$ cat config.mk
export PLATFORM = sky130hd
export DESIGN_NAME = sprite_compositor_pipe
export DESIGN_NICKNAME = d
export VERILOG_FILES = /design/src/rtl/sprite_compositor_pipe.sv
export SDC_FILE = /design/constraint.sdc
export NUM_CORES = 1
export LEC_CHECK = 0
export CORE_MARGIN = 2
export CORE_UTILIZATION = 39
export DETAILED_ROUTE_END_ITERATION = 16
export DONT_BUFFER_PORTS = 1
export MAX_ROUTING_LAYER = met4
export PLACE_DENSITY_LB_ADDON = 0.05
export SYNTH_ARGS = -nofsm -noshare
export SYNTH_HDL_FRONTEND = slang
export SYNTH_SLANG_ARGS = --single-unit
$ cat constraint.sdc
create_clock -name clk -period 9.2 [get_ports clk]
set_input_delay 2.3 -clock clk [delete_from_list [all_inputs] [get_ports clk]]
set_output_delay 2.3 -clock clk [all_outputs]
set_load 0.01 [all_outputs]
$ cat src/rtl/sprite_compositor_pipe.sv
// Three-stage per-pixel sprite compositor: hit-test and ROM addressing, ROM read, colour mux.
// Also owns the background scroll divider and the sticky win/lose end-screen state.
module sprite_compositor_pipe #(
  parameter int unsigned COORD_W    = 11,
  parameter int unsigned MAX_SEG    = 23,
  parameter int unsigned SPR_LOG2   = 5,
  parameter int unsigned BG_W_LOG2  = 6,
  parameter int unsigned BG_H_LOG2  = 6,
  parameter int unsigned SCROLL_DIV = 1000000,
  parameter logic [11:0] TRANSP     = 12'h000,
  parameter logic [11:0] WIN_RGB    = 12'h0F0,
  parameter logic [11:0] LOSE_RGB   = 12'hF00
) (
  input  logic                           clk,
  input  logic                           rst,
  input  logic                           pix_valid,
  input  logic [COORD_W-1:0]             curr_x,
  input  logic [COORD_W-1:0]             curr_y,
  input  logic [COORD_W*MAX_SEG-1:0]     snakepos_x,
  input  logic [COORD_W*MAX_SEG-1:0]     snakepos_y,
  input  logic [5:0]                     length,
  input  logic [COORD_W-1:0]             applepos_x,
  input  logic [COORD_W-1:0]             applepos_y,
  input  logic                           lose,
  input  logic                           win,
  output logic [2*SPR_LOG2-1:0]          spr_addr,
  output logic [BG_W_LOG2+BG_H_LOG2-1:0] bg_addr,
  input  logic [11:0]                    apple_pix,
  input  logic [11:0]                    head_pix,
  input  logic [11:0]                    body_pix,
  input  logic [11:0]                    bg_pix,
  output logic [3:0]                     draw_r,
  output logic [3:0]                     draw_g,
  output logic [3:0]                     draw_b,
  output logic                           draw_valid
);

  localparam int unsigned SPR_SIZE = 1 << SPR_LOG2;
  localparam int unsigned DIV_W    = (SCROLL_DIV > 1) ? $clog2(SCROLL_DIV) : 1;
  localparam logic [DIV_W-1:0] DIV_LAST = DIV_W'(SCROLL_DIV - 1);

  typedef enum logic [1:0] {StPlay, StWin, StLose} state_e;

  state_e                 state_q;
  logic [DIV_W-1:0]       div_q;
  logic [BG_W_LOG2-1:0]   scroll_q;
  logic                   v1_q, v2_q;
  logic                   apple_hit_q, head_hit_q, body_hit_q;
  logic                   apple_hit2_q, head_hit2_q, body_hit2_q;

  logic                   apple_hit, head_hit, body_hit;
  logic [COORD_W-1:0]     body_px, body_py;
  logic [2*SPR_LOG2-1:0]  spr_addr_d;
  logic [BG_W_LOG2-1:0]   bg_col;
  logic [11:0]            draw_d;

  // Extra top bit keeps pos + sprite size from wrapping at the right/bottom edge.
  function automatic logic in_box(input logic [COORD_W-1:0] p, input logic [COORD_W-1:0] pos);
    logic [COORD_W:0] pe, pose;
    pe   = {1'b0, p};
    pose = {1'b0, pos};
    return (pe >= pose) && (pe < pose + (COORD_W+1)'(SPR_SIZE));
  endfunction

  function automatic logic [SPR_LOG2-1:0] offs(input logic [COORD_W-1:0] p,
                                               input logic [COORD_W-1:0] pos);
    logic [COORD_W-1:0] diff;
    diff = p - pos;
    return diff[SPR_LOG2-1:0];
  endfunction

  always_comb begin
    apple_hit = in_box(curr_x, applepos_x) && in_box(curr_y, applepos_y);
    head_hit  = (length != '0) && in_box(curr_x, snakepos_x[COORD_W-1:0])
                && in_box(curr_y, snakepos_y[COORD_W-1:0]);
    body_hit  = 1'b0;
    body_px   = '0;
    body_py   = '0;
    // Walk downwards so the lowest-index live segment wins.
    for (int i = MAX_SEG - 1; i >= 1; i--) begin
      if (i < int'(length) && in_box(curr_x, snakepos_x[COORD_W*i +: COORD_W])
          && in_box(curr_y, snakepos_y[COORD_W*i +: COORD_W])) begin
        body_hit = 1'b1;
        body_px  = snakepos_x[COORD_W*i +: COORD_W];
        body_py  = snakepos_y[COORD_W*i +: COORD_W];
      end
    end
  end

  always_comb begin
    spr_addr_d = '0;
    if (apple_hit) begin
      spr_addr_d = {offs(curr_y, applepos_y), offs(curr_x, applepos_x)};
    end else if (head_hit) begin
      spr_addr_d = {offs(curr_y, snakepos_y[COORD_W-1:0]), offs(curr_x, snakepos_x[COORD_W-1:0])};
    end else if (body_hit) begin
      spr_addr_d = {offs(curr_y, body_py), offs(curr_x, body_px)};
    end
    bg_col = curr_x[BG_W_LOG2-1:0] + scroll_q;
  end

  always_comb begin
    draw_d = '0;
    if (v2_q) begin
      case (state_q)
        StWin:   draw_d = WIN_RGB;
        StLose:  draw_d = LOSE_RGB;
        default: begin
          if (apple_hit2_q && apple_pix != TRANSP)     draw_d = apple_pix;
          else if (head_hit2_q && head_pix != TRANSP)  draw_d = head_pix;
          else if (body_hit2_q && body_pix != TRANSP)  draw_d = body_pix;
          else                                         draw_d = bg_pix;
        end
      endcase
    end
  end

  always_ff @(posedge clk) begin
    if (rst) begin
      v1_q         <= 1'b0;
      v2_q         <= 1'b0;
      apple_hit_q  <= 1'b0;
      head_hit_q   <= 1'b0;
      body_hit_q   <= 1'b0;
      apple_hit2_q <= 1'b0;
      head_hit2_q  <= 1'b0;
      body_hit2_q  <= 1'b0;
      spr_addr     <= '0;
      bg_addr      <= '0;
      draw_valid   <= 1'b0;
      draw_r       <= '0;
      draw_g       <= '0;
      draw_b       <= '0;
    end else begin
      v1_q         <= pix_valid;
      apple_hit_q  <= apple_hit;
      head_hit_q   <= head_hit;
      body_hit_q   <= body_hit;
      spr_addr     <= spr_addr_d;
      bg_addr      <= {curr_y[BG_H_LOG2-1:0], bg_col};
      v2_q         <= v1_q;
      apple_hit2_q <= apple_hit_q;
      head_hit2_q  <= head_hit_q;
      body_hit2_q  <= body_hit_q;
      draw_valid   <= v2_q;
      draw_r       <= draw_d[11:8];
      draw_g       <= draw_d[7:4];
      draw_b       <= draw_d[3:0];
    end
  end

  always_ff @(posedge clk) begin
    if (rst) begin
      state_q  <= StPlay;
      div_q    <= '0;
      scroll_q <= '0;
    end else if (state_q == StPlay) begin
      if (lose)     state_q <= StLose;
      else if (win) state_q <= StWin;
      if (div_q == DIV_LAST) begin
        div_q    <= '0;
        scroll_q <= scroll_q + 1'b1;
      end else begin
        div_q <= div_q + 1'b1;
      end
    end
  end

endmodule

# ---- Word-level counts from Yosys, hierarchy flattened
# Cells that the tools add are included.
dict set report totals {
  reg_bits 71
  input_bits 609
  elab_cells 379
}
dict set report op_classes {
  addsub 57
  order_cmp 118
  eq_ne 3
  muxes 76
  n_bitwise 1
  n_reduce_logical 107
}
# op count
set ops {}
lappend ops {{adder 11 x 6 -> 12 bit, second input constant} 48}
lappend ops {{less-than comparator 11 x 12 -> 1 bit} 48}
lappend ops {{>= comparator 11 bit} 48}
lappend ops {{two-way mux 5 bit} 44}
lappend ops {{logical AND 1 bit} 98}
lappend ops {{less-than comparator 4 x 6 -> 1 bit, first input constant} 8}
lappend ops {{less-than comparator 5 x 6 -> 1 bit, first input constant} 7}
lappend ops {{two-way mux 12 bit} 3}
lappend ops {{nonzero test 12 bit} 3}
lappend ops {{two-way mux 10 bit} 3}
lappend ops {{subtractor 5 bit} 6}
lappend ops {{less-than comparator 3 x 6 -> 1 bit, first input constant} 4}
lappend ops {{one-hot mux 12 bit (2 select lines)} 1}
lappend ops {{two-way mux 1 bit} 22}
lappend ops {{adder 20 x 1 -> 20 bit, second input constant} 1}
lappend ops {{== test 20 bit, second input constant} 1}
lappend ops {{two-way mux 20 bit} 1}
lappend ops {{less-than comparator 2 x 6 -> 1 bit, first input constant} 2}
lappend ops {{adder 6 x 1 -> 6 bit, second input constant} 1}
lappend ops {{adder 6 bit} 1}
lappend ops {{less-than comparator 1 x 6 -> 1 bit, first input constant} 1}
lappend ops {{nonzero test 6 bit} 1}
lappend ops {{two-way mux 2 bit} 2}
lappend ops {{AND reduction 2 bit} 2}
lappend ops {{other kinds (6)} 6}

# ---- Logic depth before layout (Yosys ltp)
# Gate-level depths: netlist (run 1).
dict set report logic_depth {
  depth_word 31
  mapped_depth 28
}

# ---- Least setup slack after synthesis (run 1)
# Ideal clock, no wire load.
dict set report synth_timing {
  path_kind {input-to-reg}
  from {input snakepos_x[137]}
  to {register spr_addr[4]}
  setup_time_ns 0.074
  t_arrival_ns 6.757
  required_time_ns 9.126
  slack_ns 2.369
  path_stages 21
  n_path_buf 1
  path_cell_list {ha_1 -> xnor2_1 -> ha_1 -> and4b_1 -> a2111oi_0 -> a31oi_1 -> or4_1 -> buf_6 -> nor2b_1 -> a2111oi_0 -> nor4b_1 -> nor3_1 -> ha_1 -> fa_1 -> inv_1 -> a21o_1 -> a21oi_1 -> xnor2_1 -> or3_1 -> a211o_1 -> a31oi_1}
}
dict set report synth_via {
  elab_chain_len 21
  elab_cells_between_ends 34
}
# element line_no
set synth_rtl {}
lappend synth_rtl {{start: declaration} 19} ;# input logic [COORD_W*MAX_SEG-1:0] snakepos_x,
lappend synth_rtl {{adder 11 x 6 -> 12 bit} 62} ;# return (pe >= pose) && (pe < pose + (COORD_W+1)'(SPR_SIZE));
lappend synth_rtl {{less-than comparator 11 x 12 -> 1 bit} 62}
lappend synth_rtl {{logical AND 1 bit (*)} 62}
lappend synth_rtl {{logical AND 1 bit (*)} 81} ;# if (i < int'(length) && in_box(curr_x, snakepos_x[COORD_W*i +: COORD_W])
lappend synth_rtl {{logical AND 1 bit (*)} 82} ;# && in_box(curr_y, snakepos_y[COORD_W*i +: COORD_W])) begin
lappend synth_rtl {{two-way mux 5 bit (12 in a row)} 81}
lappend synth_rtl {{subtractor 5 bit} 68} ;# diff = p - pos;
lappend synth_rtl {{two-way mux 10 bit (*)} 96} ;# end else if (body_hit) begin
lappend synth_rtl {{two-way mux 10 bit (*)} 94} ;# end else if (head_hit) begin
lappend synth_rtl {{two-way mux 10 bit (*)} 92} ;# if (apple_hit) begin
lappend synth_rtl {{end signal: assignment} 139} ;# spr_addr <= spr_addr_d;
lappend synth_rtl {{end: declaration} 26} ;# output logic [2*SPR_LOG2-1:0] spr_addr,
# Mark *: on every way between the ends. The rest lies on a longest branch, timed or not.
# A chain may end at the register's enable or synchronous reset.

# ---- Final worst setup path (run 1)
dict set report layout_timing {
  from {input curr_x[0]}
  to {register spr_addr[4]}
}
dict set report layout_via {
  elab_chain_len 30
  elab_cells_between_ends 169
}
# element line_no
set layout_rtl {}
lappend layout_rtl {{start: declaration} 17} ;# input logic [COORD_W-1:0] curr_x,
lappend layout_rtl {{less-than comparator 11 x 12 -> 1 bit / >= comparator 11 bit (equally long branches)} 62}
lappend layout_rtl {{logical AND 1 bit} 62}
lappend layout_rtl {{logical AND 1 bit} 81}
lappend layout_rtl {{logical AND 1 bit} 82}
lappend layout_rtl {{two-way mux 5 bit (22 in a row)} 81}
lappend layout_rtl {{subtractor 5 bit} 68}
lappend layout_rtl {{two-way mux 10 bit} 96}
lappend layout_rtl {{two-way mux 10 bit} 94}
lappend layout_rtl {{two-way mux 10 bit (*)} 92}
# Marked as above.

==> results of run 1 <==
## logic make-up (layout without fill, tap and decap cells)
family / count (synthesis) / after routing
buffers and inverters: 661 / 654
AO/OA/AOI/OAI: 1062 / 1062
AND/OR/NAND/NOR: 1049 / 1049
adder cells (fa/ha/maj): 889 / 889
other: 0 / 17
XOR/XNOR: 238 / 238
flip-flops: 71 / 71
multiplexers: 25 / 25
## critical path, delay by kind of cell
kind	cells	cell delay, ns
AOI/OAI and AO/OA	11	2.26
xor gates and xnor gates	2	0.35
adders and majority gates	3	0.87
and+or+nand+nor	5	0.96
buffers and inverters	4	1.21
muxes	1	0.13
## area by class of cell
class | count | area [sq um] | share of cell area [%]
multi-input cells | 3263 | 26200 | 82.6
inverters | 617 | 2320 | 7.31
flip-flops and latches | 71 | 1420 | 4.49
well taps | 1030 | 1290 | 4.07
clock buffers | 10 | 229 | 0.723
repair buffers | 21 | 160 | 0.505
clock inverters | 6 | 46.3 | 0.146
diodes | 17 | 42.5 | 0.134
## sequential cells by signal (all words and copies together) (netlist names)
register and cells:
apple_hit2_q 1, head_hit_q 1, draw_g 4, apple_hit_q 1, body_hit2_q 1, bg_addr 12
spr_addr 10, draw_b 4, v1_q 1, scroll_q 6, draw_valid 1, v2_q 1
head_hit2_q 1, state_q 2, draw_r 4, div_q 20, body_hit_q 1
## worst min path at each step
stage | start | to | slack [ns] | depth (start not counted)
2_1_floorplan | apple_hit_q | apple_hit2_q | 0.41 | 1
3_5_place_dp | v1_q | v2_q | 0.43 | 1
4_1_cts | v1_q | v2_q | 0.44 | 1
3_3_place_gp | v1_q | v2_q | 0.42 | 1
5_1_grt | v1_q | v2_q | 0.46 | 1
6_report | body_hit_q | body_hit2_q | 0.44 | 1
## Yosys cell counts, types with 20 or more instances
cell and instances:
o21ai_0 173, o211ai_1 31, a2111oi_0 40, o31ai_1 20, nand4_1 81, a31oi_1 35, nand2_1 170, nor2_1 184
a211o_1 21, inv_1 615, a21oi_1 236, mux2i_1 23, xnor2_1 216, nor4_1 25, nor3_1 124, and3_1 31
ha_1 882, clkbuf_1 28, nand2b_1 30, nand3_1 253, a21o_1 87, o22ai_1 34, a211oi_1 44, xor2_1 22
nor2b_1 59, dfxtp_1 71, o32ai_1 26, o21a_1 91
## metal layers
| layer | global-route usage (%) | up-vias | part of all wire [%] |
|---|---|---|---|
| li1 | - | 14800 | - |
| met1 | 39.6 | 14000 | 42 |
| met2 | 55.1 | 1029 | 46 |
| met3 | 7.42 | 200 | 7.9 |
| met4 | 9.96 | 0 | 3.8 |
| met5 | - | - | 0 |
## power breakdown
group	internal (mW)	leakage (nW)	total [mW]	switching [mW]
registers	0.337	0.579	0.374	0.0368
clock network	0.184	0.129	0.332	0.147
logic	0.732	14.8	1.68	0.946
## per-stage QoR
stage          cell area (sq um)  setup slack, ns  std cells
4_1_cts                    31600             1.24       5018
3_3_place_gp               31400            0.867       5001
5_1_grt                    31700            0.681       5034
2_1_floorplan              30100             2.37       3995
6_report                   31700             1.27       5035
3_5_place_dp               31400            0.930       5002
==> flow_summary.toml, run 1 <==
[clocking]
cts-root-buf = "clkbuf_16"
clk_pin_slew_ns = 0.06
numClockSinks = 71
cts_tree = "yes"
cts_resized = 0
clock_latency_ns = 0.34
postCtsHoldBufs = 0
htree_levels = 3
cts_buffers = 9
clk_path_buf_depth = 2
postCtsSetupBuffers = 0

[placement]
place.gp.congestion = 0.962
port_buffers = 0
dp_hpwl_microns = 105000

[timing]
report.final.setup_viol = 0
slew_violations = 0
worst_pin_slew_ns = 1.11
slew_headroom_pct = 25.1
timing.final.crit_share_pct = 86.1
hold_viol = 0
rsz0062_at_grt = "no"
fin_setup_tns_ns = 0
fin_crit_ns = 7.93
clock_skew_ns = 0.00734
fmax_mhz = 126
holdWs_ns = 0.437

[final_layout]
layout_commonest_cell = "ha_1"
fin_util_pct = 41.6
layout_common_cells = "882 x ha_1, 613 x inv_1, 253 x nand3_1, 236 x a21oi_1, 216 x xnor2_1"
nets = 5481
nFillCells = 8159
syn_to_final_growth_pct = 5.30
drive_gt1_share_pct = 1.71

[global_routing]
grt_max_degree = 50
grt_usage_pct = 33.1
grt_pass1_vias = 29300
grt_pass1_wl_microns = 190000
grt.overflow.total = 0
antenna_found_initial = 16

[setup_path]
path_max_fanout = 15
r2r_start = "state_q[0]"
r2r_slack_ns = 6.87
crit_required_ns = 9.40
reg2reg_depth = 7
r2r_end = "div_q[14]"
worstSetupStartpoint = "curr_x[0]"
path_common_cell = "o21ai_0"
end_kind = "register"
startpoint_type = "input port"
worstSetupPathType = "input port to register"
crit_path_end = "spr_addr[4]"
slowest_delay_ns = 0.89
critPathArrivalTime_ns = 8.12
slowest_stage = "a2111oi_0"

[die]
core_sq_um = 76200
chipHeight_microns = 282
initial_core_util_pct = 39.5
num_io_pins = 644
rows = 101
dieArea_sq_um = 79400
die-width_microns = 282

[route]
num_vias = 30000
ant_nets = 0
post_drt_wl_per_cell_microns = 26.3
dr.pass1.iters = 6
viasPerCell = 5.96
drcViolationCount = 0
first_iter_violations = 2149
routed_wl_microns = 132000

[yosys]
synth_xor_area_share_pct = 6.93
ys_ff_latch = 71
synth_top_family_by_area = "adder cells"
avgSynthCellArea_sq_um = 7.53
synth_compound_area_share_pct = 24.2
yosysSeqAreaShare_pct = 4.72
yosysTopAreaCellShare_pct = 36.7
netlist_instances = 3995
synth_fa_ha_area_share_pct = 37.1
synthTopCellsByArea = "ha_1 37%, inv_1 7.7%, xnor2_1 6.3%"
synthMuxAreaShare_pct = 0.840
synth_area_leader_cell = "ha_1"
synth-edff-count = 0
synth_ff_type = "dfxtp_1"
yosysUniqueCellTypes = 89
synth_warnings = 0
synth-simple-area-share_pct = 17.8
postSynthNetCount = 5493
syn_area_sq_um = 30100
synthArstFlopShare_pct = 0

[pwr]
p_leak_nw = 15.5
ir_drop_mv = 0.0831
p_per_area_nw_per_um2 = 75.2
finalPower_mw = 2.38

[min_path]
hold_class = "register to register"

[run_status]
status = "finished clean"

[flow_run]
maxCapViolCount = 0
Note: power is estimated with default switching activity, not from simulation.
==> run 2, diff against run 1 <==
--- a/config.mk
+++ b/config.mk
@@ -5,12 +5,16 @@
 export SDC_FILE = /design/constraint.sdc
 export NUM_CORES = 1
 export LEC_CHECK = 0
+export CELL_PAD_IN_SITES_DETAIL_PLACEMENT = 0
+export CELL_PAD_IN_SITES_GLOBAL_PLACEMENT = 1
+export CORE_ASPECT_RATIO = 0.7
 export CORE_MARGIN = 2
 export CORE_UTILIZATION = 39
 export DETAILED_ROUTE_END_ITERATION = 16
 export DONT_BUFFER_PORTS = 1
 export MAX_ROUTING_LAYER = met4
 export PLACE_DENSITY_LB_ADDON = 0.05
+export SLEW_MARGIN = 5
 export SYNTH_ARGS = -nofsm -noshare
 export SYNTH_HDL_FRONTEND = slang
 export SYNTH_SLANG_ARGS = --single-unit
==> flow_summary.toml, run 2 (synthesis gave the netlist of run 1 again) <==
[final_layout]
reg_top3 = "div_q x20, bg_addr x12, spr_addr x10"
layout.cells.non_filler = 5057
nFillCells = 8160
largest-register = "div_q"
largest_reg_flops = 20
layout_common_cells = "882 x ha_1, 613 x inv_1, 253 x nand3_1, 236 x a21oi_1, 216 x xnor2_1"
nets = 5479
syn_to_final_growth_pct = 5.63
layout_commonest_cell = "ha_1"
drive_gt1_share_pct = 1.66

[timing]
fmax_mhz = 123
worst_pin_slew_ns = 1.18
rsz0062_at_grt = "no"
hold_viol = 0
slew_headroom_pct = 20.7
report.final.setup_viol = 0
timing.final.crit_share_pct = 88.4
fin_crit_ns = 8.13
fin_setup_tns_ns = 0
slew_violations = 0
clock_skew_ns = 0.00852

[clocking]
numClockSinks = 71
cts_resized = 0
cts-root-buf = "clkbuf_16"
postCtsSetupBuffers = 0
clk_pin_slew_ns = 0.07
clk_path_buf_depth = 2
clock_latency_ns = 0.34
postCtsHoldBufs = 0
cts_buffers = 9
htree_levels = 3
cts_tree = "yes"

[global_routing]
grt_pass1_wl_microns = 196000
antenna_found_initial = 22
grt_usage_pct = 33.9
grt_max_degree = 50
grt.overflow.total = 0
grt_pass1_vias = 28800

[placement]
port_buffers = 0
dp_hpwl_microns = 108000
dp.cells = 5014
place.gp.congestion = 0.976

[setup_path]
worstSetupPathType = "input port to register"
r2r_end = "div_q[14]"
r2r_start = "state_q[0]"
startpoint_type = "input port"
crit_required_ns = 9.41
reg2reg_depth = 7
end_kind = "register"
path_max_fanout = 7
r2r_slack_ns = 6.79
critPathArrivalTime_ns = 8.34

[die]
initial_core_util_pct = 39.2
dieArea_sq_um = 79400
rows = 85
chipHeight_microns = 236
die-width_microns = 336
num_io_pins = 644
core_sq_um = 76700

[min_path]
min-delay-start = "apple_hit_q"
holdPathEnd = "apple_hit2_q"
hold_class = "register to register"
hold_depth = 1

[route]
post_drt_wl_per_cell_microns = 26.8
ant_nets = 0
viasPerCell = 5.94
wl_met1_microns = 64100
dr_wl_met2_microns = 57200
routed_wl_microns = 135000
top_layer = "met4"
met3WireLength_microns = 10700
dr.pass1.iters = 5
drcViolationCount = 0
first_iter_violations = 2359
num_vias = 30100

[run_status]
status = "finished clean"

[flow_run]
maxCapViolCount = 0

[pwr]
ir_drop_mv = 0.0907
finalPower_mw = 2.51
p_per_area_nw_per_um2 = 79.1
p_leak_nw = 15.6
[run 2: per-stage QoR]
step | worst slack [ns] | util, % | hold slack (ns) | instance area (sq um)
after detailed placement | 0.826 | 40.9 | 0.430 | 31400
final | 1.07 | 41.5 | 0.440 | 31800
after CTS | 1.16 | 41.4 | 0.446 | 31700
after floorplan | 2.37 | - | 0.414 | 30100
after global routing | 0.657 | 41.4 | 0.455 | 31800
after global placement | 1.06 | 40.9 | 0.433 | 31400
[run 2: layout make-up]
cell class / count / area, sq um / share of cell area (%)
Inverter: 617 / 2320 / 7.29
Sequential cell: 71 / 1420 / 4.47
Timing Repair Buffer: 19 / 143 / 0.449
Multi-Input combinational cell: 3263 / 26200 / 82.4
Tap cell: 1044 / 1310 / 4.11
Clock inverter: 6 / 115 / 0.362
Clock buffer: 10 / 239 / 0.752
Antenna cell: 27 / 67.6 / 0.213
[run 2: layer usage]
metal  global-route usage [%]  up-vias
met2                     50.9     1021
met5                        -        -
li1                         -    14800
met1                     46.5    14100
met4                     7.11        0
met3                     7.05      138
[run 2: worst max-delay path, stage by stage]
cell	delay, ns
ha_1	0.20
and3_1	0.18
xnor2_1	0.13
ha_1	0.28
a2111oi_0	0.61
a32o_1	0.22
a311oi_1	0.06
nor3_1	0.83
nor2_1	0.24
o211ai_1	0.19
o221ai_1	0.22
a2111oi_0	0.62
buf_4	0.24
nor4b_1	0.05
nor3_1	0.34
ha_1	0.27
fa_1	0.21
inv_1	0.05
a21o_1	0.16
a21oi_1	0.18
xnor2_1	0.19
xnor2_1	0.10
nand3_1	0.08
o21ai_0	0.12
a31oi_1	0.17
a31oi_1	0.10
[run 2: worst max-delay path by stage]
stage | depth (start not counted) | end | slack (ns) | startpoint
global placement | 21 | spr_addr[9] | 1.06 | snakepos_y[214]
detailed placement | 26 | spr_addr[4] | 0.83 | snakepos_y[214]
global route | 26 | spr_addr[4] | 0.66 | snakepos_y[214]
CTS | 26 | spr_addr[4] | 1.16 | snakepos_y[214]
floorplan | 21 | spr_addr[4] | 2.37 | snakepos_x[137]
finish | 26 | spr_addr[4] | 1.07 | snakepos_y[214]
[run 2: power by group]
part           switching [mW]  internal (mW)  leakage (nW)
combinational           0.981          0.736          14.8
sequential             0.0388          0.337         0.579
clock                   0.147          0.274         0.169
